<file path="src/rtl/uart_tx_framer.sv">
// -----------------------------------------------------------------------------
// uart_tx_framer
//
// Byte-wide UART transmitter. Each accepted byte is sent on o_tx as one frame:
//   start bit (0), 8 data bits LSB first, optional parity bit, 1 or 2 stop
//   bits (1). The line idles high. Bit timing is CLKS_PER_BIT = CLK_FREQ /
//   BAUD_RATE system clocks per bit.
//
// Parameters:
//   CLK_FREQ   system clock frequency in Hz
//   BAUD_RATE  line rate in bit/s
//   PARITY     0 = none, 1 = odd, 2 = even
//   STOP_BITS  1 or 2
//
// Ports:
//   i_clk    system clock
//   i_rst_n  asynchronous active-low reset
//   i_data   byte to transmit, sampled only on a handshake edge
//   i_valid  source has a byte
//   o_ready  block can accept a byte this cycle (registered, high only in IDLE)
//   o_tx     serial line, driven straight from a flop, idle high
//   o_busy   frame in progress, start bit through last stop bit
//
// Handshake: a byte transfers on a rising edge of i_clk where i_valid && o_ready
// are both high. The source may hold i_valid high for any number of cycles;
// i_data must be stable only on the transfer edge. o_ready is a flop output
// and never depends combinationally on i_valid. Once a byte is accepted,
// o_ready stays low until the frame's last stop bit has completed.
// -----------------------------------------------------------------------------
module uart_tx_framer #(
  parameter int CLK_FREQ  = 100_000_000,
  parameter int BAUD_RATE = 19_200,
  parameter int PARITY    = 0,
  parameter int STOP_BITS = 1
) (
  input  logic       i_clk,
  input  logic       i_rst_n,
  input  logic [7:0] i_data,
  input  logic       i_valid,
  output logic       o_ready,
  output logic       o_tx,
  output logic       o_busy
);

  localparam int CLKS_PER_BIT = CLK_FREQ / BAUD_RATE;
  // Guarded so an illegal CLKS_PER_BIT still elaborates far enough to report.
  localparam int CNT_W = (CLKS_PER_BIT > 1) ? $clog2(CLKS_PER_BIT) : 1;
  localparam logic [CNT_W-1:0] CNT_LOAD = CNT_W'(CLKS_PER_BIT - 1);

  // ---------------------------------------------------------------------------
  // Elaboration-time parameter checks
  // ---------------------------------------------------------------------------
  if (CLKS_PER_BIT < 2) begin : g_bad_clks_per_bit
    $error("uart_tx_framer: CLK_FREQ / BAUD_RATE must be at least 2");
  end
  if ((PARITY < 0) || (PARITY > 2)) begin : g_bad_parity
    $error("uart_tx_framer: PARITY must be 0 (none), 1 (odd) or 2 (even)");
  end
  if ((STOP_BITS != 1) && (STOP_BITS != 2)) begin : g_bad_stop_bits
    $error("uart_tx_framer: STOP_BITS must be 1 or 2");
  end

  // ---------------------------------------------------------------------------
  // State
  // ---------------------------------------------------------------------------
  typedef enum logic [2:0] {
    S_IDLE   = 3'd0,
    S_START  = 3'd1,
    S_DATA   = 3'd2,
    S_PARITY = 3'd3,
    S_STOP   = 3'd4
  } state_t;

  state_t           r_state;
  logic [CNT_W-1:0] r_cnt;       // baud counter, counts CNT_LOAD down to 0
  logic [2:0]       r_bit_idx;   // data bit being sent, 0..7
  logic             r_stop_idx;  // second stop bit in progress (STOP_BITS = 2)
  logic [7:0]       r_shift;     // latched byte; bit 0 is the bit on the line
  logic             r_par;       // parity bit computed once at accept time
  logic             r_tx;
  logic             r_ready;
  logic             r_busy;

  state_t           w_state_nxt;
  logic [CNT_W-1:0] w_cnt_nxt;
  logic [2:0]       w_bit_idx_nxt;
  logic             w_stop_idx_nxt;
  logic [7:0]       w_shift_nxt;
  logic             w_par_nxt;
  logic             w_tx_nxt;
  logic             w_ready_nxt;
  logic             w_busy_nxt;

  logic             w_accept;
  logic             w_bit_done;

  // r_ready is only ever high in IDLE, so it doubles as the IDLE qualifier.
  assign w_accept   = i_valid && r_ready;
  assign w_bit_done = (r_cnt == '0);

  // ---------------------------------------------------------------------------
  // State register
  // ---------------------------------------------------------------------------
  always_ff @(posedge i_clk or negedge i_rst_n) begin
    if (!i_rst_n) begin
      r_state    <= S_IDLE;
      r_cnt      <= '0;
      r_bit_idx  <= '0;
      r_stop_idx <= 1'b0;
      r_shift    <= '0;
      r_par      <= 1'b0;
      r_tx       <= 1'b1;
      r_ready    <= 1'b1;
      r_busy     <= 1'b0;
    end else begin
      r_state    <= w_state_nxt;
      r_cnt      <= w_cnt_nxt;
      r_bit_idx  <= w_bit_idx_nxt;
      r_stop_idx <= w_stop_idx_nxt;
      r_shift    <= w_shift_nxt;
      r_par      <= w_par_nxt;
      r_tx       <= w_tx_nxt;
      r_ready    <= w_ready_nxt;
      r_busy     <= w_busy_nxt;
    end
  end

  // ---------------------------------------------------------------------------
  // Next-state and next-output logic
  // ---------------------------------------------------------------------------
  always_comb begin
    w_state_nxt    = r_state;
    w_cnt_nxt      = r_cnt;
    w_bit_idx_nxt  = r_bit_idx;
    w_stop_idx_nxt = r_stop_idx;
    w_shift_nxt    = r_shift;
    w_par_nxt      = r_par;

    case (r_state)
      S_IDLE: begin
        if (w_accept) begin
          w_state_nxt    = S_START;
          w_cnt_nxt      = CNT_LOAD;
          w_bit_idx_nxt  = '0;
          w_stop_idx_nxt = 1'b0;
          w_shift_nxt    = i_data;
          w_par_nxt      = (PARITY == 1) ? ~^i_data : ^i_data;
        end
      end

      S_START: begin
        if (w_bit_done) begin
          w_state_nxt = S_DATA;
          w_cnt_nxt   = CNT_LOAD;
        end else begin
          w_cnt_nxt = r_cnt - CNT_W'(1);
        end
      end

      S_DATA: begin
        if (w_bit_done) begin
          w_cnt_nxt   = CNT_LOAD;
          w_shift_nxt = {1'b0, r_shift[7:1]};
          if (r_bit_idx == 3'd7) begin
            w_state_nxt = (PARITY != 0) ? S_PARITY : S_STOP;
          end else begin
            w_bit_idx_nxt = r_bit_idx + 3'd1;
          end
        end else begin
          w_cnt_nxt = r_cnt - CNT_W'(1);
        end
      end

      S_PARITY: begin
        if (w_bit_done) begin
          w_state_nxt = S_STOP;
          w_cnt_nxt   = CNT_LOAD;
        end else begin
          w_cnt_nxt = r_cnt - CNT_W'(1);
        end
      end

      S_STOP: begin
        if (w_bit_done) begin
          if ((STOP_BITS == 2) && !r_stop_idx) begin
            w_stop_idx_nxt = 1'b1;
            w_cnt_nxt      = CNT_LOAD;
          end else begin
            w_state_nxt = S_IDLE;
          end
        end else begin
          w_cnt_nxt = r_cnt - CNT_W'(1);
        end
      end

      default: begin
        w_state_nxt = S_IDLE;
      end
    endcase
  end

  // Outputs are registered from the next state so o_tx, o_ready and o_busy all
  // change on the same edge as the state and never glitch.
  always_comb begin
    w_tx_nxt = 1'b1;
    case (w_state_nxt)
      S_START:  w_tx_nxt = 1'b0;
      S_DATA:   w_tx_nxt = w_shift_nxt[0];
      S_PARITY: w_tx_nxt = w_par_nxt;
      default:  w_tx_nxt = 1'b1;
    endcase
    w_ready_nxt = (w_state_nxt == S_IDLE);
    w_busy_nxt  = (w_state_nxt != S_IDLE);
  end

  assign o_tx    = r_tx;
  assign o_ready = r_ready;
  assign o_busy  = r_busy;

endmodule

</file>
<file path="config.mk">
export PLATFORM = sky130hd
export DESIGN_NAME = uart_tx_framer
export DESIGN_NICKNAME = d
export VERILOG_FILES = /design/src/rtl/uart_tx_framer.sv
export SDC_FILE = /design/constraint.sdc
export NUM_CORES = 1
export LEC_CHECK = 0
export ABC_CLOCK_PERIOD_IN_PS = 3900
export BUFFER_PORTS_ARGS = -buffer_cell sky130_fd_sc_hd__clkbuf_2
export CAP_MARGIN = 20
export CORE_ASPECT_RATIO = 0.75
export CORE_MARGIN = 4
export CORE_UTILIZATION = 45
export CTS_BUF_LIST = sky130_fd_sc_hd__clkbuf_8
export DETAILED_ROUTE_END_ITERATION = 16
export HOLD_SLACK_MARGIN = 0.12
export PLACE_DENSITY = 0.7
export SLEW_MARGIN = 20
export SYNTH_ARGS = -nofsm -noshare
export SYNTH_HDL_FRONTEND = slang
export SYNTH_SLANG_ARGS = --single-unit
</file>
<file path="constraint.sdc">
create_clock -name i_clk -period 3.9 [get_ports i_clk]
set_input_delay 0.39 -clock i_clk [delete_from_list [all_inputs] [get_ports i_clk]]
set_output_delay 0.39 -clock i_clk [all_outputs]
set_load 0.1 [all_outputs]
</file>
==> results.py, run 1 <==
metrics = {
    "timing": {
        "max_slew.worst_pin.slew_ns": 0.739,
        "final-setup-viol-count": 0,
        "max_slew_margin": 0.508,
        "hold_violations": 0,
        "whs_ns": 0.157,
        "min_period_over_period": 0.602,
        "rsz0062_at_grt": "false",
        "maxSlewViolCount": 0,
        "fin_crit_ns": 2.35,
        "setup_ws_ns": 1.55,
        "clock_skew_ns": 0.0108,
        "timing.setup.tns_ns": 0,
        "max_freq_mhz": 426,
    },
    "clock_tree": {
        "h-tree-depth": 2,
        "ctsResizeCount": 0,
        "clkSinkCount": 31,
        "tritoncts": "yes",
        "clockBufferDepth": 2,
        "cts_hold_buf": 0,
        "cts-root-buf": "clkbuf_8",
        "cts_buffers": 5,
        "clk_latency_ns": 0.28,
        "post_cts_buffers": 0,
        "cts.clk_slew.worst_paths_ns": 0.07,
    },
    "floorplan": {
        "die_y_um": 61.5,
        "ios": 14,
        "dieArea_um2": 4880,
        "core_um2": 3660,
        "num_rows": 19,
        "die_w_um": 79.4,
        "start_util": 0.470,
    },
    "route": {
        "wirelength_um": 3400,
        "dr.pass1.iters": 4,
        "via_per_inst": 5.59,
        "ant_nets": 0,
        "drt_iter0_drc": 106,
        "drc": 0,
        "wire_per_inst_um": 14.3,
        "num_vias": 1324,
    },
    "synthesis": {
        "avgSynthCellArea_um2": 10.2,
        "synthMuxAreaShare": 0.0124,
        "yosys.cell_types.count": 47,
        "synthAdderAreaFrac": 0.0291,
        "synth_common_cells": "dfrtp_1 (29), nand2_1 (24), nor2_1 (11), xnor2_1 (8), a22oi_1 (7)",
        "synth_warnings": 0,
        "synth-simple-area-share": 0.228,
        "ys_ff_latch": 31,
        "synthXorXnorAreaFrac": 0.0662,
        "async_reset_ff_frac": 1.00,
        "synth_most_common_cell": "dfrtp_1",
        "synth_compound_area_frac": 0.183,
        "ys_seq_area_frac": 0.453,
        "synth_top_family_by_area": "simple AND/OR/NAND/NOR gates",
        "synth_nets": 184,
        "synthesis.area_um2": 1720,
        "synth_edf_count": 0,
        "synth_area_leaders": "dfrtp_1 (42%), nand2_1 (5.2%), xnor2_1 (4.1%)",
        "synth-main-ff-cell": "dfrtp_1",
        "synth_top_area_frac": 0.422,
        "netlist_instances": 169,
        "yosys.area.top_type": "dfrtp_1",
    },
    "worst_setup_path": {
        "max_stage_delay_ns": 0.54,
        "crit_chain": "nor4bb_1, and2_1, nor2_1, a21o_1, mux2_2",
        "crit_arrival_ns": 2.51,
        "crit_path_top_delay_cell": "dfstp_2",
        "crit_path_end_kind": "flop",
        "crit_path_start_kind": "flop",
        "cp.required_ns": 4.06,
        "crit_fanout": 13,
        "worst-setup-path-type": "reg -> reg",
    },
    "place": {
        "place.gp.congestion": 0.831,
        "placement.io_buffers": 13,
        "preCtsSetupSlack_ns": 1.57,
        "place_area_um2": 1820,
        "place_hpwl_um": 2590,
        "dp_cells": 229,
    },
    "global_routing": {
        "grt_pass1_vias": 1233,
        "antenna_found_initial": 0,
        "gr-total-overflow": 0,
        "track_usage": 0.161,
        "grt_max_degree": 32,
        "grt_pass1_wl_um": 5950,
    },
    "hold_path": {
        "hold_class": "in -> async",
    },
    "cells_and_area": {
        "finalInstanceArea_um2": 1900,
        "fin_cells": 237,
        "insertedDiodeCount": 0,
        "finalNetCount": 199,
        "areaGrowthSynthToFinish_pct": 10.6,
        "fin_util": 0.519,
        "drive_gt1_frac": 0.157,
        "fill_cells": 351,
    },
    "run": {
        "drv_cap": 0,
    },
    "pwr": {
        "irDropWorstVdd_mv": 0.293,
        "p_total_mw": 1.30,
        "p_leak_nw": 0.809,
        "power_density_nw_per_um2": 681,
    },
    "outcome": {
        "status": "finished, final reports clean",
    },
}
## kinds of logic (layout without fill, tap and decap cells)
kind of cell | after synthesis | in the layout
compound gates | 40 | 40
xor+xnor | 13 | 13
fa+ha+maj | 4 | 4
buf+inv | 11 | 27
flops | 31 | 31
mux | 2 | 2
simple gates | 68 | 68
## sequential cells by signal, indices dropped and copies added, names as in the netlist
register / flops
o_busy: 1
o_ready: 1
o_tx: 1
r_bit_idx: 3
r_cnt: 13
r_par: 1
r_shift: 8
r_state: 3
## layout by cell type, fill, tap and decap left out, types with 3 or more instances in the layout
cell type   n
dfrtp_1    29
ha_1        4
o211ai_1    3
a22oi_1     7
xnor2_1     8
or4_1       4
xor2_1      5
nand2_1    24
clkbuf_8    5
inv_1       9
clkbuf_2   13
or3_1       4
o21ai_1     5
nor3_1      5
nand3_1     5
nor2_1     11
## critical path, delay by kind of cell, from the launching register on
| family | cells | cell delay, ns |
|---|---|---|
| simple gates | 3 | 1.19 |
| flops | 1 | 0.54 |
| mux | 1 | 0.26 |
| compound gates | 1 | 0.23 |
## area by class of cell
class                      instances  area, um2  share of cell area
multi-input combinational        127        891               0.468
sequential                        31        778               0.409
clock buffer                       5       68.8              0.0362
timing repair buffer              13       65.1              0.0342
tap                               52       65.1              0.0342
inverter                           6       22.5              0.0118
clock inverter                     3       11.3             0.00592
## layer usage
layer / routed length (um) / share of wire / vias up / GRT usage
li1: - / - / 650 / -
met1: 1620 / 0.48 / 639 / 0.212
met2: 1560 / 0.46 / 28 / 0.252
met3: 153 / 0.045 / 7 / 0.0424
met4: 63 / 0.019 / 0 / 0.0735
met5: 0 / 0 / - / 0
## path summary, 6_finish.rpt
check                            from            to  slack, ns  depth (start not counted)
setup / recovery              o_ready  r_bit_idx[0]       1.55                          5
hold / removal                i_rst_n      r_cnt[9]       0.16                          1
setup reg to reg              o_ready  r_bit_idx[0]       1.55                          5
hold reg to reg            r_shift[4]    r_shift[4]       0.48                          2
max in group asynchronous     i_rst_n    r_state[2]       3.26                          1
min in group i_clk          i_data[7]    r_shift[7]       0.34                          3
## power breakdown
| group | total (mW) | leakage (nW) | switching (mW) | internal, mW |
|---|---|---|---|---|
| registers | 0.596 | 0.375 | 0.146 | 0.450 |
| logic | 0.473 | 0.382 | 0.304 | 0.168 |
| clock network | 0.227 | 0.0519 | 0.108 | 0.118 |
(Power assumes the default switching activity.)
==> run 2, diff against run 1 <==
Settings changed: ABC_CLOCK_PERIOD_IN_PS 3900 to 2100, PLACE_DENSITY 0.7 to 0.72.
Clock period 3.9 ns to 2.1 ns, I/O delays scaled along.
==> results.py, run 2 (same netlist as run 1, synthesis figures left out) <==
metrics = {
    "clock_tree": {
        "cts.clk_slew.worst_paths_ns": 0.06,
        "clk_latency_ns": 0.28,
        "tritoncts": "yes",
        "h-tree-depth": 2,
        "cts-root-buf": "clkbuf_8",
        "clkSinkCount": 31,
        "clockBufferDepth": 2,
        "cts_buffers": 5,
    },
    "place": {
        "place_hpwl_um": 2860,
        "place.gp.congestion": 0.876,
        "place_area_um2": 1910,
        "placement.io_buffers": 13,
    },
    "pwr": {
        "p_total_mw": 2.58,
        "p_leak_nw": 0.919,
        "power_density_nw_per_um2": 1230,
        "irDropWorstVdd_mv": 0.556,
    },
    "worst_setup_path": {
        "crit_path_end_kind": "flop",
        "max_stage_delay_ns": 0.43,
        "crit_chain": "inv_2, ha_1, nor4b_4, buf_4, a31oi_4, buf_6, o21ai_1, nor3_1, o21a_1",
        "crit_fanout": 6,
        "rrSetupSlack_ns": 0.05,
        "reg2reg_from": "r_cnt[0]",
        "crit_arrival_ns": 2.22,
        "crit_path_start_kind": "flop",
        "r2r_end": "r_cnt[9]",
        "r2r_cells": 9,
        "cp.required_ns": 2.27,
        "crit_path_top_delay_cell": "dfrtp_2",
        "crit_start": "r_cnt[0]",
        "worst-setup-path-type": "reg -> reg",
        "endpoint": "r_cnt[9]",
    },
    "timing": {
        "timing.setup.tns_ns": 0,
        "rsz0062_at_grt": "true",
        "max_slew_margin": 0.493,
        "max_slew.worst_pin.slew_ns": 0.761,
        "clock_skew_ns": 0.00248,
        "min_period_over_period": 0.977,
        "maxSlewViolCount": 0,
        "whs_ns": 0.180,
        "hold_violations": 0,
        "fin_crit_ns": 2.05,
        "max_freq_mhz": 488,
        "final-setup-viol-count": 0,
    },
    "floorplan": {
        "num_rows": 19,
        "start_util": 0.470,
        "die_w_um": 79.4,
        "die_y_um": 61.5,
        "ios": 14,
        "dieArea_um2": 4880,
        "core_um2": 3660,
    },
    "cells_and_area": {
        "top_register": "r_cnt",
        "register_area_um2": 783,
        "insertedDiodeCount": 0,
        "drive_gt1_frac": 0.266,
        "fill_cells": 329,
        "multi_input_area_um2": 906,
        "finalNetCount": 221,
        "layout_commonest_cell": "dfrtp_1",
        "final_cell_mix": "dfrtp_1 (28), nand2_1 (24), buf_4 (20)",
        "finalInstanceArea_um2": 2090,
        "areaGrowthSynthToFinish_pct": 21.8,
        "largest_register_ff_count": 13,
        "top_regs": "r_cnt: 13 flops, r_shift: 8 flops",
    },
    "route": {
        "wire_per_inst_um": 15.6,
        "wirelength_um": 4040,
        "drt_iter0_drc": 268,
        "drc": 0,
        "via_per_inst": 5.70,
        "dr.pass1.iters": 5,
        "ant_nets": 0,
        "num_vias": 1476,
    },
    "outcome": {
        "status": "finished, final reports clean",
    },
    "global_routing": {
        "gr-total-overflow": 0,
        "grt_pass1_wl_um": 6620,
        "track_usage": 0.184,
        "antenna_found_initial": 0,
        "grt_max_degree": 32,
        "grt_pass1_vias": 1363,
    },
    "run": {
        "drv_cap": 0,
    },
    "hold_path": {
        "hold_class": "in -> reg",
    },
}
## run 2: worst max-delay path: cells and delay by family (launching register included)
kind	cells	cell delay, ns
compound gates	3	0.59
buf+inv	3	0.46
flops	1	0.43
simple gates	2	0.29
fa+ha+maj	1	0.17
## run 2: where the power goes
part / internal [mW] / switching, mW
Combinational: 0.400 / 0.673
Sequential: 0.842 / 0.238
Clock: 0.220 / 0.205
## run 2: through the flow
stage | std cells | worst slack (ns) | util
3_3_place_gp | 240 | 0.107 | 0.521
2_1_floorplan | 169 | 0.0380 | -
5_1_grt | 259 | -0.0308 | 0.572
3_5_place_dp | 240 | -0.0356 | 0.521
6_report | 259 | 0.0487 | 0.572
4_1_cts | 249 | 0.00375 | 0.546
## run 2: worst min-delay path by stage
stage / startpoint / endpoint / depth (start not counted)
after detailed placement: i_rst_n / r_cnt[9] / 1
after global routing: i_data[7] / r_shift[7] / 3
after CTS: i_data[7] / r_shift[7] / 3
final: i_data[7] / r_shift[7] / 3
after global placement: i_rst_n / r_cnt[8] / 1
after floorplan: i_rst_n / o_busy / 0
## run 2: cell type report
| cell class | instances | area share |
|---|---|---|
| flip-flops and latches | 31 | 0.374 |
| inverters | 6 | 0.0108 |
| repair buffers | 35 | 0.113 |
| clock inverters | 3 | 0.00538 |
| well taps | 52 | 0.0311 |
| multi-input cells | 127 | 0.433 |
| clock buffers | 5 | 0.0329 |
## run 2: per-layer routing
| metal | share of wire | vias to the layer above | global-route usage | wire, um |
|---|---|---|---|---|
| met5 | 0 | - | 0 | 0 |
| met4 | 0.016 | 0 | 0.0784 | 64 |
| met3 | 0.066 | 9 | 0.0468 | 266 |
| met2 | 0.44 | 72 | 0.269 | 1770 |
| met1 | 0.48 | 700 | 0.260 | 1930 |
| li1 | - | 695 | - | - |
## run 2: repair_timing
action,CTS,global route
gates cloned,0,0
hold buffers,1,0
resized for setup,1,5
buffers inserted,0,10
setup endpoints to repair,4,13
endpoints found under the hold margin,29,0
pin swaps,2,5
==> run 3, diff against run 2 <==
Settings changed: CORE_ASPECT_RATIO 0.75 to 1.2, CTS_BUF_LIST sky130_fd_sc_hd__clkbuf_8 to default.
==> results.py, run 3 (same netlist as run 1, synthesis figures left out) <==
metrics = {
    "pwr": {
        "p_sw_mw": 1.08,
        "p_comb_frac": 0.400,
        "power_density_nw_per_um2": 1240,
        "irDropWorstVdd_mv": 0.668,
        "p_sw_frac": 0.428,
        "p_total_mw": 2.51,
        "cell_internal_pwr_mw": 1.44,
        "pwr-share-seq": 0.424,
        "p_leak_nw": 0.876,
        "clockPowerShare": 0.175,
    },
    "timing": {
        "final-setup-viol-count": 0,
        "fin_crit_ns": 1.98,
        "max_freq_mhz": 505,
        "rsz0062_at_grt": "true",
        "max_slew_margin": 0.489,
        "hold_violations": 0,
        "clock_skew_ns": 0.00301,
        "max_slew.worst_pin.slew_ns": 0.767,
        "min_period_over_period": 0.944,
        "maxSlewViolCount": 0,
    },
    "global_routing": {
        "gr-total-overflow": 0,
        "busiest_layer": "met2",
        "grt_max_degree": 32,
        "grt.met1_usage": 0.191,
        "use_met3": 0.0501,
        "grtUsageMet2": 0.310,
        "grt_pass1_vias": 1381,
        "grt_pass1_wl_um": 6350,
        "antenna_found_initial": 0,
        "track_usage": 0.172,
    },
    "cells_and_area": {
        "drive_gt1_frac": 0.236,
        "top_register": "r_cnt",
        "insertedDiodeCount": 0,
        "areaGrowthSynthToFinish_pct": 17.8,
        "finalNetCount": 213,
        "final_cell_mix": "dfrtp_1 (29), nand2_1 (24), clkbuf_2 (13), buf_4 (13), nor2_1 (11)",
        "fin_cells": 251,
        "fill_cells": 339,
        "largest_register_ff_count": 13,
        "layout_commonest_cell": "dfrtp_1",
        "top_regs": "r_cnt: 13 flops, r_shift: 8 flops",
    },
    "route": {
        "ant_nets": 0,
        "num_vias": 1387,
        "dr.pass1.iters": 4,
        "drt_iter0_drc": 65,
        "drc": 0,
        "wirelength_um": 3610,
        "wire_per_inst_um": 14.4,
        "via_per_inst": 5.53,
    },
    "clock_tree": {
        "h-tree-depth": 2,
        "tritoncts": "yes",
        "clkSinkCount": 31,
        "clockBufferDepth": 2,
        "cts.clk_slew.worst_paths_ns": 0.06,
        "cts_buffers": 5,
        "clk_latency_ns": 0.28,
        "cts-root-buf": "clkbuf_8",
    },
    "worst_setup_path": {
        "r2r_cells": 7,
        "crit_chain": "inv_1, ha_1, nor4b_4, and4_1, nor2_1, a21o_1, mux2_2",
        "max_stage_delay_ns": 0.37,
        "r2r_end": "r_bit_idx[0]",
        "worst-setup-path-type": "reg -> reg",
        "crit_path_end_kind": "flop",
        "crit_path_top_delay_cell": "dfrtp_1",
        "rrSetupSlack_ns": 0.12,
        "cp.required_ns": 2.27,
        "crit_path_start_kind": "flop",
        "reg2reg_from": "r_cnt[0]",
        "path_buf_inv": 1,
        "crit_fanout": 7,
        "crit_family": "simple AND/OR/NAND/NOR gates",
        "crit_arrival_ns": 2.15,
    },
    "floorplan": {
        "ios": 14,
        "core_um2": 3660,
        "dieArea_um2": 4880,
        "die_w_um": 64.4,
        "die_y_um": 75.7,
        "start_util": 0.469,
        "num_rows": 24,
    },
    "place": {
        "place.gp.congestion": 0.878,
        "placement.io_buffers": 13,
        "dp_cells": 240,
        "place_hpwl_um": 2730,
    },
    "run": {
        "drv_cap": 0,
    },
    "hold_path": {
        "worstHoldEndpoint": "r_shift[7]",
        "hold_class": "in -> reg",
        "whs_path_depth": 3,
        "min_from": "i_data[7]",
    },
    "outcome": {
        "status": "finished, final reports clean",
    },
}
==> run 3: layout make-up <==
type	count	area, um2	share of cell area
multi-input combinational	127	898	0.444
timing repair buffer	27	173	0.0853
clock inverter	3	15.0	0.00742
clock buffer	5	68.8	0.0340
tap	52	65.1	0.0321
inverter	6	22.5	0.0111
sequential	31	782	0.386
==> run 3: worst max-delay path by stage <==
stage / startpoint / end / slack [ns] / depth (start not counted)
6_report: r_cnt[0] / r_bit_idx[0] / 0.12 / 7
5_1_grt: r_cnt[0] / r_bit_idx[0] / -0.008 / 7
4_1_cts: r_cnt[0] / r_cnt[6] / 0.07 / 7
3_5_place_dp: r_cnt[0] / r_cnt[6] / 0.06 / 7
3_3_place_gp: r_cnt[0] / r_cnt[6] / 0.14 / 7
2_1_floorplan: o_ready / r_bit_idx[0] / 0.04 / 5
==> run 3: what timing repair did <==
item / 4_1_cts / 5_1_grt
endpoints found under the hold margin: 29 / 0
buffers inserted: 0 / 2
hold buffers: 1 / 0
endpoints found under the setup margin: 0 / 5
gates resized for setup: 0 / 2
==> run 3: per-stage QoR <==
stage | util | TNS (ns) | setup slack [ns] | hold slack (ns) | instance area, um2
global route | 0.553 | -0.00770 | -0.00770 | 0.182 | 2020
finish | 0.553 | 0 | 0.118 | 0.183 | 2020
global placement | 0.521 | 0 | 0.136 | 0.305 | 1910
floorplan | - | 0 | 0.0380 | -0.0856 | 1720
detailed placement | 0.521 | 0 | 0.0642 | 0.325 | 1910
CTS | 0.546 | 0 | 0.0742 | 0.174 | 2000
==> run 3: metal layers <==
metal / up-vias / routed length (um)
met5: - / 0
met4: 0 / 42
met3: 4 / 127
met2: 26 / 1910
met1: 681 / 1530
li1: 676 / -
==> run 3: tightest hold or removal path, delay by kind of cell <==
family / cells / cell delay, ns
buffers and inverters: 1 / 0.10
AND/OR/NAND/NOR: 1 / 0.06
AO/OA/AOI/OAI: 1 / 0.06
==> run 3: power by group through the flow <==
stage / sequential (mW) / combinational, mW / clock (mW)
3_3_place_gp: 1.06 / 0.960 / 0
4_1_cts: 1.06 / 1.00 / 0.460
2_1_floorplan: 1.21 / 0.589 / 0
6_report: 1.07 / 1.01 / 0.440
3_5_place_dp: 1.07 / 0.996 / 0
5_1_grt: 1.10 / 1.11 / 0.493
